**config.mk**
```make
export PLATFORM = sky130hd
export DESIGN_NAME = intersection_guard
export DESIGN_NICKNAME = d
export VERILOG_FILES = /design/src/rtl/intersection_guard.sv
export SDC_FILE = /design/constraint.sdc
export NUM_CORES = 1
export LEC_CHECK = 0
export ABC_CLOCK_PERIOD_IN_PS = 5600
export BUFFER_PORTS_ARGS = -buffer_cell sky130_fd_sc_hd__buf_2
export CAP_MARGIN = 20
export CORE_MARGIN = 2
export CORE_UTILIZATION = 42
export DETAILED_ROUTE_END_ITERATION = 12
export PLACE_DENSITY = 0.63
export SLEW_MARGIN = 20
export SYNTH_ARGS = -nofsm -noshare
export SYNTH_HDL_FRONTEND = slang
export SYNTH_SLANG_ARGS = --single-unit
```
**constraint.sdc**
```tcl
create_clock -name clk -period 5.6 [get_ports clk]
set_clock_uncertainty 0.1 [all_clocks]
set_input_delay 0.56 -clock clk [delete_from_list [all_inputs] [get_ports clk]]
set_output_delay 0.56 -clock clk [all_outputs]
set_load 0.05 [all_outputs]
```
**src/rtl/intersection_guard.sv**
```systemverilog
// intersection_guard: safety monitor between the traffic-light controller and the lamp drivers.
// Define GUARD_SEQ_CHECK_EN to compile in the phase-sequence check (fault code 4).
//
// state | meaning
// ------+-------------------------------------------------------------
// MON   | pass-through, lights_out follows lights_in one clock later
// PEND  | light violation seen, lights_out frozen while it is filtered
// FLASH | fault latched, fail-safe yellow/red flashing until cleared
module intersection_guard #(
    parameter int CYCLE_MAX  = 68,
    parameter int FAULT_HOLD = 2,
    parameter int FLASH_HALF = 4
) (
    input  logic        clk,
    input  logic        rst,
    input  logic [15:0] lights_in,
    input  logic [6:0]  current_cycle,
    input  logic        fault_clr,
    output logic [15:0] lights_out,
    output logic        fault,
    output logic [2:0]  fault_code,
    output logic        flash
);

    typedef enum logic [1:0] {
        ST_MON   = 2'd0,
        ST_PEND  = 2'd1,
        ST_FLASH = 2'd2
    } state_t;

    localparam logic [2:0]  CODE_NONE     = 3'd0;
    localparam logic [2:0]  CODE_CAR      = 3'd1;
    localparam logic [2:0]  CODE_PED      = 3'd2;
    localparam logic [2:0]  CODE_PED_ILL  = 3'd3;
    localparam logic [2:0]  CODE_SEQ      = 3'd4;
    localparam logic [4:0]  HOLD_LIMIT    = 5'(FAULT_HOLD);
    localparam logic [7:0]  FLASH_RELOAD  = 8'(FLASH_HALF - 1);
    localparam logic [15:0] FLASH_YELLOW  = 16'h8888;
    localparam logic [15:0] ALL_RED       = 16'h0000;

    state_t      state;
    state_t      state_nxt;
    logic [15:0] lights_q;
    logic [2:0]  fault_code_q;
    logic        flash_q;
    logic [7:0]  flash_cnt;
    logic [3:0]  hold_cnt;
    logic [2:0]  light_code;
    logic        light_viol;
    logic        seq_err;
    logic        hold_done;
    logic        enter_flash;

    logic [1:0] n_car, n_ped, s_car, s_ped, e_car, e_ped, w_car, w_ped;
    assign {n_car, n_ped, s_car, s_ped, e_car, e_ped, w_car, w_ped} = lights_in;

    logic car_conflict;
    logic ped_conflict;
    logic ped_illegal;

    assign car_conflict = ((n_car != 2'b00) || (s_car != 2'b00)) &&
                          ((e_car != 2'b00) || (w_car != 2'b00));
    assign ped_conflict = ((n_car != 2'b00) && (n_ped != 2'b00)) ||
                          ((s_car != 2'b00) && (s_ped != 2'b00)) ||
                          ((e_car != 2'b00) && (e_ped != 2'b00)) ||
                          ((w_car != 2'b00) && (w_ped != 2'b00));
    assign ped_illegal  = (n_ped == 2'b11) || (s_ped == 2'b11) ||
                          (e_ped == 2'b11) || (w_ped == 2'b11);

    // Lowest code wins when several checks fail together.
    always_comb begin
        light_code = CODE_NONE;
        if (car_conflict) begin
            light_code = CODE_CAR;
        end else if (ped_conflict) begin
            light_code = CODE_PED;
        end else if (ped_illegal) begin
            light_code = CODE_PED_ILL;
        end
    end

    assign light_viol = (light_code != CODE_NONE);

`ifdef GUARD_SEQ_CHECK_EN
    localparam logic [6:0] CYCLE_LAST = 7'(CYCLE_MAX);

    logic [6:0] prev_cycle;
    logic       seq_armed;
    logic [6:0] expected_cycle;

    assign expected_cycle = (prev_cycle == CYCLE_LAST) ? 7'd1 : prev_cycle + 7'd1;
    assign seq_err = seq_armed &&
                     ((current_cycle == 7'd0) || (current_cycle > CYCLE_LAST) ||
                      (current_cycle != expected_cycle));

    // Disarmed while flashing so the first sample back in MON only reloads prev_cycle.
    always_ff @(posedge clk or posedge rst) begin
        if (rst) begin
            prev_cycle <= 7'd0;
            seq_armed  <= 1'b0;
        end else begin
            prev_cycle <= current_cycle;
            seq_armed  <= (state != ST_FLASH);
        end
    end
`else
    logic unused_cycle;
    assign unused_cycle = ^current_cycle;
    assign seq_err      = 1'b0;
`endif

    assign hold_done = ({1'b0, hold_cnt} + 5'd1) >= HOLD_LIMIT;

    always_ff @(posedge clk or posedge rst) begin
        if (rst) begin
            state <= ST_MON;
        end else begin
            state <= state_nxt;
        end
    end

    always_comb begin
        state_nxt = state;
        case (state)
            ST_MON: begin
                if (light_viol) begin
                    state_nxt = (FAULT_HOLD <= 1) ? ST_FLASH : ST_PEND;
                end else if (seq_err) begin
                    state_nxt = ST_FLASH;
                end
            end
            ST_PEND: begin
                if (light_viol) begin
                    state_nxt = hold_done ? ST_FLASH : ST_PEND;
                end else if (seq_err) begin
                    state_nxt = ST_FLASH;
                end else begin
                    state_nxt = ST_MON;
                end
            end
            ST_FLASH: begin
                if (fault_clr && !light_viol) begin
                    state_nxt = ST_MON;
                end
            end
            default: state_nxt = ST_MON;
        endcase
    end

    assign enter_flash = (state != ST_FLASH) && (state_nxt == ST_FLASH);

    always_ff @(posedge clk or posedge rst) begin
        if (rst) begin
            lights_q     <= ALL_RED;
            fault_code_q <= CODE_NONE;
            flash_q      <= 1'b0;
            flash_cnt    <= 8'd0;
            hold_cnt     <= 4'd0;
        end else if (enter_flash) begin
            fault_code_q <= light_viol ? light_code : CODE_SEQ;
            flash_q      <= 1'b1;
            flash_cnt    <= FLASH_RELOAD;
            hold_cnt     <= 4'd0;
        end else begin
            case (state)
                ST_MON: begin
                    if (light_viol) begin
                        hold_cnt <= 4'd1;
                    end else begin
                        lights_q <= lights_in;
                    end
                end
                ST_PEND: begin
                    if (light_viol) begin
                        hold_cnt <= hold_cnt + 4'd1;
                    end else begin
                        hold_cnt <= 4'd0;
                        lights_q <= lights_in;
                    end
                end
                ST_FLASH: begin
                    if (state_nxt == ST_MON) begin
                        fault_code_q <= CODE_NONE;
                        flash_q      <= 1'b0;
                        flash_cnt    <= 8'd0;
                        lights_q     <= lights_in;
                    end else if (flash_cnt == 8'd0) begin
                        flash_q   <= ~flash_q;
                        flash_cnt <= FLASH_RELOAD;
                    end else begin
                        flash_cnt <= flash_cnt - 8'd1;
                    end
                end
                default: begin
                    hold_cnt <= 4'd0;
                end
            endcase
        end
    end

    always_comb begin
        lights_out = lights_q;
        fault      = 1'b0;
        if (state == ST_FLASH) begin
            lights_out = flash_q ? FLASH_YELLOW : ALL_RED;
            fault      = 1'b1;
        end
    end

    assign fault_code = fault_code_q;
    assign flash      = flash_q;

endmodule

```
==> results.cfg, run 1 <==
[sta]
finalSetupViolCount = 0
rsz0062_at_grt = no
fin_crit_ns = 2.45
drv_slew = 0
tightest_slew_ns = 0.699
fin_setup_tns_ns = 0
max-slew-margin-rel_pct = 53.0
hold_viol_final = 0
max_freq_mhz = 408
layout_setup_ws_ns = 3.15
hold_ws_ns = 0.252
fin_crit_sh_pct = 43.7

[die]
io_pins = 47
dieWidth_um = 71.3
die_y_um = 71.3
rows = 24
start_util_pct = 43.7
dieArea_um2 = 5080
coreArea_um2 = 4350

[route]
route.detailed.drc = 0
detail-route-antenna-nets = 0
wl_per_cell_um = 14.8
drtIter0Drc = 130
drt-vias-per-instance = 5.44
dr_total_vias = 1524
first_pass_iters = 4
routed_wl_mm = 4.15

[finish]
area_growth_pct = 16.8
final_util_pct = 51.0
fin_area_um2 = 2220
layout-drive-gt1-share_pct = 32.5
final_cell_mix = buf_2, dfrtp_1, nand2_1
fin_nets = 257
fin_cells = 280
n_antenna_cell = 0
nFillCells = 400
layout_commonest_cell = buf_2

[placement]
io_buffers = 39
dp_hpwl_mm = 2.91
gp_congestion = 0.831
dp.cells = 272
placed_cell_area_um2 = 2130
post-place-ws_ns = 2.85

[clocking]
cts_resized = 0
cts_buffer_depth = 2
cts.sinks = 34
hold_buffers = 0
post_cts_buffers = 0
cts_root_buf = clkbuf_8
cts_buffers = 5
htree_levels = 2
path_clk_slew_ns = 0.07
clk_latency_ns = 0.29
cts_tree = built

[setup_path]
arrival_ns = 2.52
path_class = in2reg
endpoint_kind = flip-flop
crit_path_start_kind = input port
r2r_end = fault_code[0]
cp_max_fo = 16
r2r-start = hold_cnt[0]
worstPathRequired_ns = 5.67
startpoint = lights_in[14]
reg2reg_slack_ns = 3.59
rr_worst_depth = 6

[grt]
grt_overflow_total = 0
grt_usage_pct = 18.6
grt_max_degree = 35
first_global_vias = 1565
grt_pass1_wl_mm = 7.34
antenna_found_initial = 0

[logic_synthesis]
yosys_warnings = 0
synth.distinct_cells = 42
synthesis.area_um2 = 1900
ys_ff_latch = 34
syn_avg_cell_area_um2 = 10.2
syn_inst = 186
syn-num-nets = 216
ys_seq_area_share_pct = 44.7

[power]
power.switching_mw = 0.464
clkPwrFrac_pct = 18.9
combPwrFrac_pct = 45.3
internal_power_mw = 0.530
swShare_pct = 46.6
peakVddDrop_v = 0.000217
power_frac_seq_pct = 35.8
pwr_density_cell_nw_per_um2 = 448
power.total_mw = 0.994
p_leak_nw = 1.10

[run]
drv_cap = 0

[run_status]
status = complete, no violations

[worst_hold_path]
hp-class = in2async
## layout make-up
type	instances	area (µm²)	area share, %
Sequential cell	34	851	38.3
Inverter	8	30.0	1.35
Clock buffer	7	86.3	3.89
Tap cell	52	65.1	2.93
Multi-Input combinational cell	137	973	43.8
Timing Repair Buffer	41	210	9.46
Clock inverter	1	5.00	0.225
## flip-flops by register name, summed over array words and instances (netlist names)
| name | cells |
|---|---|
| fault_code | 3 |
| flash | 1 |
| flash_cnt | 8 |
| hold_cnt | 4 |
| lights_q | 16 |
| state | 2 |
## power by group through the flow
| stage | combinational, mW | clock (mW) | sequential (mW) |
|---|---|---|---|
| 5_1_grt | 0.503 | 0.207 | 0.367 |
| 3_5_place_dp | 0.454 | 0 | 0.357 |
| 3_3_place_gp | 0.452 | 0 | 0.358 |
| 6_report | 0.450 | 0.188 | 0.356 |
| 4_1_cts | 0.453 | 0.193 | 0.355 |
| 2_1_floorplan | 0.327 | 0 | 0.372 |
## cells in the mapped netlist
master / instances / area, µm²
a211oi_1: 4 / 30.0
a21oi_1: 8 / 40.0
a21oi_4: 1 / 16.3
a22oi_1: 3 / 22.5
a31oi_1: 6 / 37.5
a32o_1: 1 / 10.0
a41o_1: 1 / 10.0
and2_1: 16 / 100
and2_2: 1 / 7.51
and3_1: 1 / 6.26
and4_1: 1 / 8.76
and4b_1: 1 / 10.0
buf_12: 1 / 20.0
buf_4: 1 / 7.51
clkbuf_1: 4 / 15.0
clkbuf_2: 1 / 5.00
dfrtp_1: 34 / 851
ha_1: 4 / 50.1
inv_1: 7 / 26.3
inv_2: 1 / 3.75
mux2_2: 8 / 90.1
mux2_4: 10 / 150
nand2_1: 17 / 63.8
nand2_4: 1 / 11.3
nand2b_1: 3 / 18.8
nand3_1: 2 / 10.0
nand3b_1: 1 / 7.51
nand4_1: 3 / 18.8
nor2_1: 11 / 41.3
nor3_1: 8 / 40.0
nor4_1: 4 / 25.0
nor4b_2: 1 / 15.0
o211a_1: 1 / 10.0
o211a_2: 1 / 10.0
o211ai_1: 2 / 15.0
o21ai_0: 6 / 30.0
o22ai_1: 5 / 31.3
o31ai_1: 1 / 7.51
or2_2: 1 / 6.26
or2b_2: 1 / 8.76
or3_1: 1 / 6.26
or4_1: 1 / 7.51
## per-layer routing
layer | share of wire (%) | vias up | global-route usage (%)
met3 | 4.1 | 7 | 5.77
met2 | 49 | 27 | 29.7
met1 | 46 | 736 | 24.5
met4 | 1.4 | 0 | 5.66
li1 | - | 754 | -
met5 | 0 | - | 0
## worst max-delay path by stage
stage                     cells past startpoint        endpoint  slack [ns]
after floorplan                               5  lights_out[12]        3.27
after global placement                        6    lights_q[12]        2.84
after detailed placement                      6     lights_q[9]        2.85
after CTS                                     6     lights_q[9]        3.15
after global routing                          6     lights_q[9]        3.02
final                                         6     lights_q[8]        3.15
## cells by family (layout without fill, tap and decap cells)
| logic type | count (synthesis) | in the layout | synth area share, % |
|---|---|---|---|
| mux | 18 | 18 | 12.6 |
| simple gates | 75 | 75 | 21.7 |
| buf+inv | 15 | 57 | 4.08 |
| fa+ha+maj | 4 | 4 | 2.63 |
| flops | 34 | 34 | 44.7 |
| compound gates | 40 | 40 | 14.2 |
## critical path: stages
cell and delay (ns):
buf_2 0.11, nor4_1 0.49, o211a_2 0.33, nand2_4 0.08, a21oi_4 0.54, mux2_2 0.41
Note: power is estimated with default switching activity, not from simulation.
==> run 2: changes to the inputs <==
--- a/config.mk
+++ b/config.mk
@@ -5,7 +5,8 @@
 export SDC_FILE = /design/constraint.sdc
 export NUM_CORES = 1
 export LEC_CHECK = 0
-export ABC_CLOCK_PERIOD_IN_PS = 5600
+export ABC_AREA = 1
+export ABC_CLOCK_PERIOD_IN_PS = 2400
 export BUFFER_PORTS_ARGS = -buffer_cell sky130_fd_sc_hd__buf_2
 export CAP_MARGIN = 20
 export CORE_MARGIN = 2
==> constraint.sdc (replaced) <==
create_clock -name clk -period 2.4 [get_ports clk]
set_clock_uncertainty 0.1 [all_clocks]
set_input_delay 0.24 -clock clk [delete_from_list [all_inputs] [get_ports clk]]
set_output_delay 0.24 -clock clk [all_outputs]
set_load 0.05 [all_outputs]
==> run 2 against run 1 <==
Against the previous run:
- global-route usage decreased by 1.4 points
- power rose to 3.4 times the previous value
- critical path depth is 7 higher
- die area is essentially flat
- count of clock-buffer cells in the layout is the same
- critical endpoint is now flash
- sequential share of layout area down 0.17 points
- combinational power increased to 4.5 times the previous value
- largest power group unchanged
- worst setup slack got worse by 2.9 ns
- first-iteration DRC count shrank 43%
- cell area rose by 0.45%
==> results.cfg, run 2 <==
[grt]
grt_overflow_total = 0
antenna_found_initial = 0
grt_pass1_wl_mm = 6.93
grt_usage_pct = 17.3
grt_max_degree = 35
first_global_vias = 1617

[setup_path]
endpoint = flash
crit_path_start_kind = flip-flop
cpMaxStageDelayCell = dfrtp_1
cpMostUsedCell = nand2_1
startpoint = hold_cnt[0]
r2r_end = flash
max_stage_delay_ns = 0.41
endpoint_kind = flip-flop
rr_worst_depth = 13
crit_chain = ha_1 -> inv_1 -> nor2_1 -> nand3_1 -> or2_2 -> nand2_1 -> nand2_1 -> nand2_2 -> nand2_1 -> nand2_1 -> nand2_1 -> nand2_1 -> nand2_1
r2r-start = hold_cnt[0]
arrival_ns = 2.17
worstPathRequired_ns = 2.47
path_class = reg2reg
reg2reg_slack_ns = 0.29
cp_max_fo = 7

[clocking]
cts_tree = built
clk_latency_ns = 0.28
cts_buffers = 5
post_cts_buffers = 0
cts_buffer_depth = 2
htree_levels = 2
path_clk_slew_ns = 0.06
hold_buffers = 1
cts_resized = 0
cts.sinks = 34
cts_root_buf = clkbuf_8

[finish]
top_regs = lights_q (16), flash_cnt (8), hold_cnt (4)
n_antenna_cell = 0
nFillCells = 446
largest-register = lights_q
area_growth_pct = 17.4
layout-drive-gt1-share_pct = 19.7
fin_nets = 334
final_cell_mix = nand2_1, inv_1, buf_2
fin_area_um2 = 2230
largest_reg_flops = 16
layout_commonest_cell = nand2_1

[logic_synthesis]
synth_area_leaders = dfrtp_1, nand2_1, inv_1, nor2_1, nand3_1
ys_seq_area_share_pct = 44.8
synth_most_common_cell = nand2_1
yosys-top-cells-count = nand2_1, inv_1, dfrtp_1, nor2_1, nand3_1
synthesis.area_um2 = 1900
yosys.area.top_type = dfrtp_1
syn_inst = 260
ys_ff_latch = 34
synth.distinct_cells = 28
syn_avg_cell_area_um2 = 7.31
synth_top_area_share_pct = 44.8
syn-num-nets = 290
synth_edf_count = 0
yosys_warnings = 0
synth_ff_type = dfrtp_1
synth-async-reset-ratio_pct = 100

[die]
dieArea_um2 = 5080
start_util_pct = 43.6
dieWidth_um = 71.3
die_y_um = 71.3
coreArea_um2 = 4350
io_pins = 47
rows = 24

[power]
peakVddDrop_v = 0.000718
p_leak_nw = 1.25
pwr_density_cell_nw_per_um2 = 1510
power.total_mw = 3.37

[placement]
gp_congestion = 0.761
post-place-ws_ns = 0.302
io_buffers = 39
placed_cell_area_um2 = 2140
dp_hpwl_mm = 2.88

[sta]
layout_setup_ws_ns = 0.292
drv_slew = 0
hold_ws_ns = 0.129
fin_crit_ns = 2.11
fin_setup_tns_ns = 0
rsz0062_at_grt = no
tightest_slew_ns = 0.427
hold_viol_final = 0
fin_crit_sh_pct = 87.8
max-slew-margin-rel_pct = 71.5
max_freq_mhz = 474
finalSetupViolCount = 0

[route]
first_pass_iters = 4
routed_wl_mm = 3.87
drt-vias-per-instance = 4.65
dr_total_vias = 1654
drtIter0Drc = 74
route.detailed.drc = 0
wl_per_cell_um = 10.9
detail-route-antenna-nets = 0

[worst_hold_path]
hp-class = in2reg

[run_status]
status = complete, no violations

[run]
drv_cap = 0
run 2: per-stage QoR:
step | std cells | util [%]
final | 356 | 51.2
after floorplan | 260 | -
after detailed placement | 348 | 49.3
after CTS | 356 | 51.2
after global placement | 348 | 49.3
after global routing | 356 | 51.2
run 2: worst min-delay path by stage:
| stage | start | to | slack [ns] | cells after the start |
|---|---|---|---|---|
| 3_5_place_dp | rst | hold_cnt[3] | 0.26 | 3 |
| 6_report | lights_in[12] | lights_q[12] | 0.13 | 3 |
| 5_1_grt | lights_in[12] | lights_q[12] | 0.13 | 3 |
| 3_3_place_gp | rst | lights_q[8] | 0.27 | 3 |
| 4_1_cts | lights_in[9] | lights_q[9] | 0.12 | 3 |
| 2_1_floorplan | rst | fault_code[0] | 0.28 | 1 |
run 2: layout make-up:
type,instances,area (µm²),share of cell area (%)
Sequential cell,34,851,38.1
Multi-Input combinational cell,173,835,37.4
Tap cell,52,65.1,2.92
Timing Repair Buffer,43,228,10.2
Clock buffer,7,76.3,3.42
Inverter,47,176,7.91
run 2: layer usage:
metal | global-route usage, % | share of wire, % | vias up
met4 | 5.87 | 0.93 | 0
met2 | 28.0 | 47 | 33
li1 | - | - | 880
met1 | 22.1 | 48 | 737
met5 | 0 | 0 | -
met3 | 5.34 | 4.3 | 4
run 2: cell families after synthesis:
kind of cell / after synthesis / share of synthesized area (%)
buffers and inverters: 53 / 11.3
AO/OA/AOI/OAI: 34 / 10.2
flip-flops: 34 / 44.8
XOR/XNOR: 6 / 2.76
AND/OR/NAND/NOR: 129 / 28.3
adder cells (fa/ha/maj): 4 / 2.63
run 2: report_power, final:
| group | switching [mW] | internal (mW) |
|---|---|---|
| registers | 0.157 | 0.804 |
| logic | 1.48 | 0.539 |
| clock network | 0.188 | 0.199 |
run 2: critical path, delay by kind of cell, from the launching register on:
family | cells | cell delay, ns
adder cells (fa/ha/maj) | 1 | 0.29
buffers and inverters | 1 | 0.04
flip-flops | 1 | 0.41
AND/OR/NAND/NOR | 11 | 1.14
==> run 3: changes to the inputs <==
--- a/config.mk
+++ b/config.mk
@@ -5,7 +5,7 @@
 export SDC_FILE = /design/constraint.sdc
 export NUM_CORES = 1
 export LEC_CHECK = 0
-export ABC_AREA = 1
+export ABC_AREA = 0
 export ABC_CLOCK_PERIOD_IN_PS = 2400
 export BUFFER_PORTS_ARGS = -buffer_cell sky130_fd_sc_hd__buf_2
 export CAP_MARGIN = 20
==> run 3 against run 2 <==
Against the previous run:
- first-iteration DRC count rose by 64%
- global-route usage rose by 0.65 points
- final cell count fell by 21%
- via count fell by 6.5%
- sequential share of layout area fell by 0.13 points
- hold slack got worse by 0.022 ns
- non-clock buffer count rose by 2
- critical path depth fell by 7
- maximum frequency rose by 3.0%
- sequential power fell by 14%
- routed wire length rose by 7.9%
- critical endpoint is now flash_cnt[5]
==> results.cfg, run 3 (same netlist as run 1, synthesis figures left out) <==
[run_status]
status = complete, no violations

[die]
dieWidth_um = 71.3
rows = 24
coreArea_um2 = 4350
io_pins = 47
start_util_pct = 43.7
dieArea_um2 = 5080
die_y_um = 71.3

[route]
wl_per_cell_um = 14.8
detail-route-antenna-nets = 0
drtIter0Drc = 121
dr_total_vias = 1547
first_pass_iters = 4
route.detailed.drc = 0
routed_wl_mm = 4.18
drt-vias-per-instance = 5.47

[power]
peakVddDrop_v = 0.000498
pwr_density_cell_nw_per_um2 = 1020
power.total_mw = 2.27
p_leak_nw = 1.11

[finish]
top_regs = lights_q (16), flash_cnt (8), hold_cnt (4)
final_cell_mix = buf_2, dfrtp_1, nand2_1
nFillCells = 403
layout_commonest_cell = buf_2
fin_nets = 261
largest-register = lights_q
largest_reg_flops = 16
area_growth_pct = 17.7
final_util_pct = 51.4
n_antenna_cell = 0
layout-drive-gt1-share_pct = 32.5

[sta]
tightest_slew_ns = 0.739
finalSetupViolCount = 0
max_freq_mhz = 489
rsz0062_at_grt = no
hold_viol_final = 0
fin_setup_tns_ns = 0
fin_crit_sh_pct = 85.3
max-slew-margin-rel_pct = 50.3
hold_ws_ns = 0.108
drv_slew = 0
fin_crit_ns = 2.05

[grt]
grt_overflow_total = 0
grt_usage_pct = 17.9
antenna_found_initial = 0
first_global_vias = 1523
grt_max_degree = 35
grt_pass1_wl_mm = 7.18

[clocking]
htree_levels = 2
clk_latency_ns = 0.28
cts.sinks = 34
cts_tree = built
path_clk_slew_ns = 0.07
cts_buffer_depth = 2
cts_root_buf = clkbuf_8
cts_resized = 0
cts_buffers = 5

[setup_path]
arrival_ns = 2.14
endpoint_kind = flip-flop
crit_path_start_kind = flip-flop
cp_max_fo = 7
path_class = reg2reg
reg2reg_slack_ns = 0.35
worstPathRequired_ns = 2.50

[placement]
dp_hpwl_mm = 2.99
gp_congestion = 0.839
io_buffers = 39

[worst_hold_path]
hp-class = in2reg

[run]
drv_cap = 0
run 3: repair_timing:
action / in CTS / in global routing
hold buffers: 1 / 0
hold endpoints to repair: 34 / 0
setup buffers: 0 / 0
run 3: worst paths after layout:
| kind | startpoint | end | cells after the start |
|---|---|---|---|
| setup / recovery | hold_cnt[0] | flash_cnt[5] | 6 |
| hold / removal | fault_clr | state[1] | 2 |
| setup reg to reg | hold_cnt[0] | flash_cnt[5] | 6 |
| hold reg to reg | hold_cnt[3] | hold_cnt[3] | 1 |
| max in group asynchronous | rst | flash | 4 |
| min in group asynchronous | rst | hold_cnt[1] | 4 |
run 3: final cells by class:
type	instances	area, µm²	area share [%]
repair buffers	45	243	10.8
multi-input cells	137	973	43.5
inverters	8	30.0	1.34
well taps	52	65.1	2.91
clock buffers	7	76.3	3.41
flip-flops and latches	34	851	38.0
run 3: per-stage QoR:
stage / worst slack [ns] / area, µm² / std cells
CTS: 0.361 / 2240 / 283
global placement: 0.310 / 2150 / 275
global route: 0.148 / 2240 / 283
floorplan: 0.388 / 1900 / 186
finish: 0.353 / 2240 / 283
detailed placement: 0.283 / 2150 / 275
run 3: layer usage:
metal	global-route usage [%]	routed length [µm]	vias up
li1	-	-	762
met1	24.1	1950	745
met2	28.7	1990	32
met3	3.66	172	8
met4	6.92	72	0
met5	0	0	-
run 3: critical path: stages, from the launching register on:
cell and delay, ns:
dfrtp_1 0.40, ha_1 0.18, and2_1 0.13, a211oi_1 0.09
nor3_1 0.63, o21ai_0 0.20, a211oi_1 0.22
run 3: power by group:
| part | total, mW | switching [mW] | internal [mW] | leakage (nW) |
|---|---|---|---|---|
| registers | 0.828 | 0.135 | 0.693 | 0.446 |
| logic | 1.06 | 0.741 | 0.315 | 0.627 |
| clock network | 0.390 | 0.191 | 0.199 | 0.0383 |
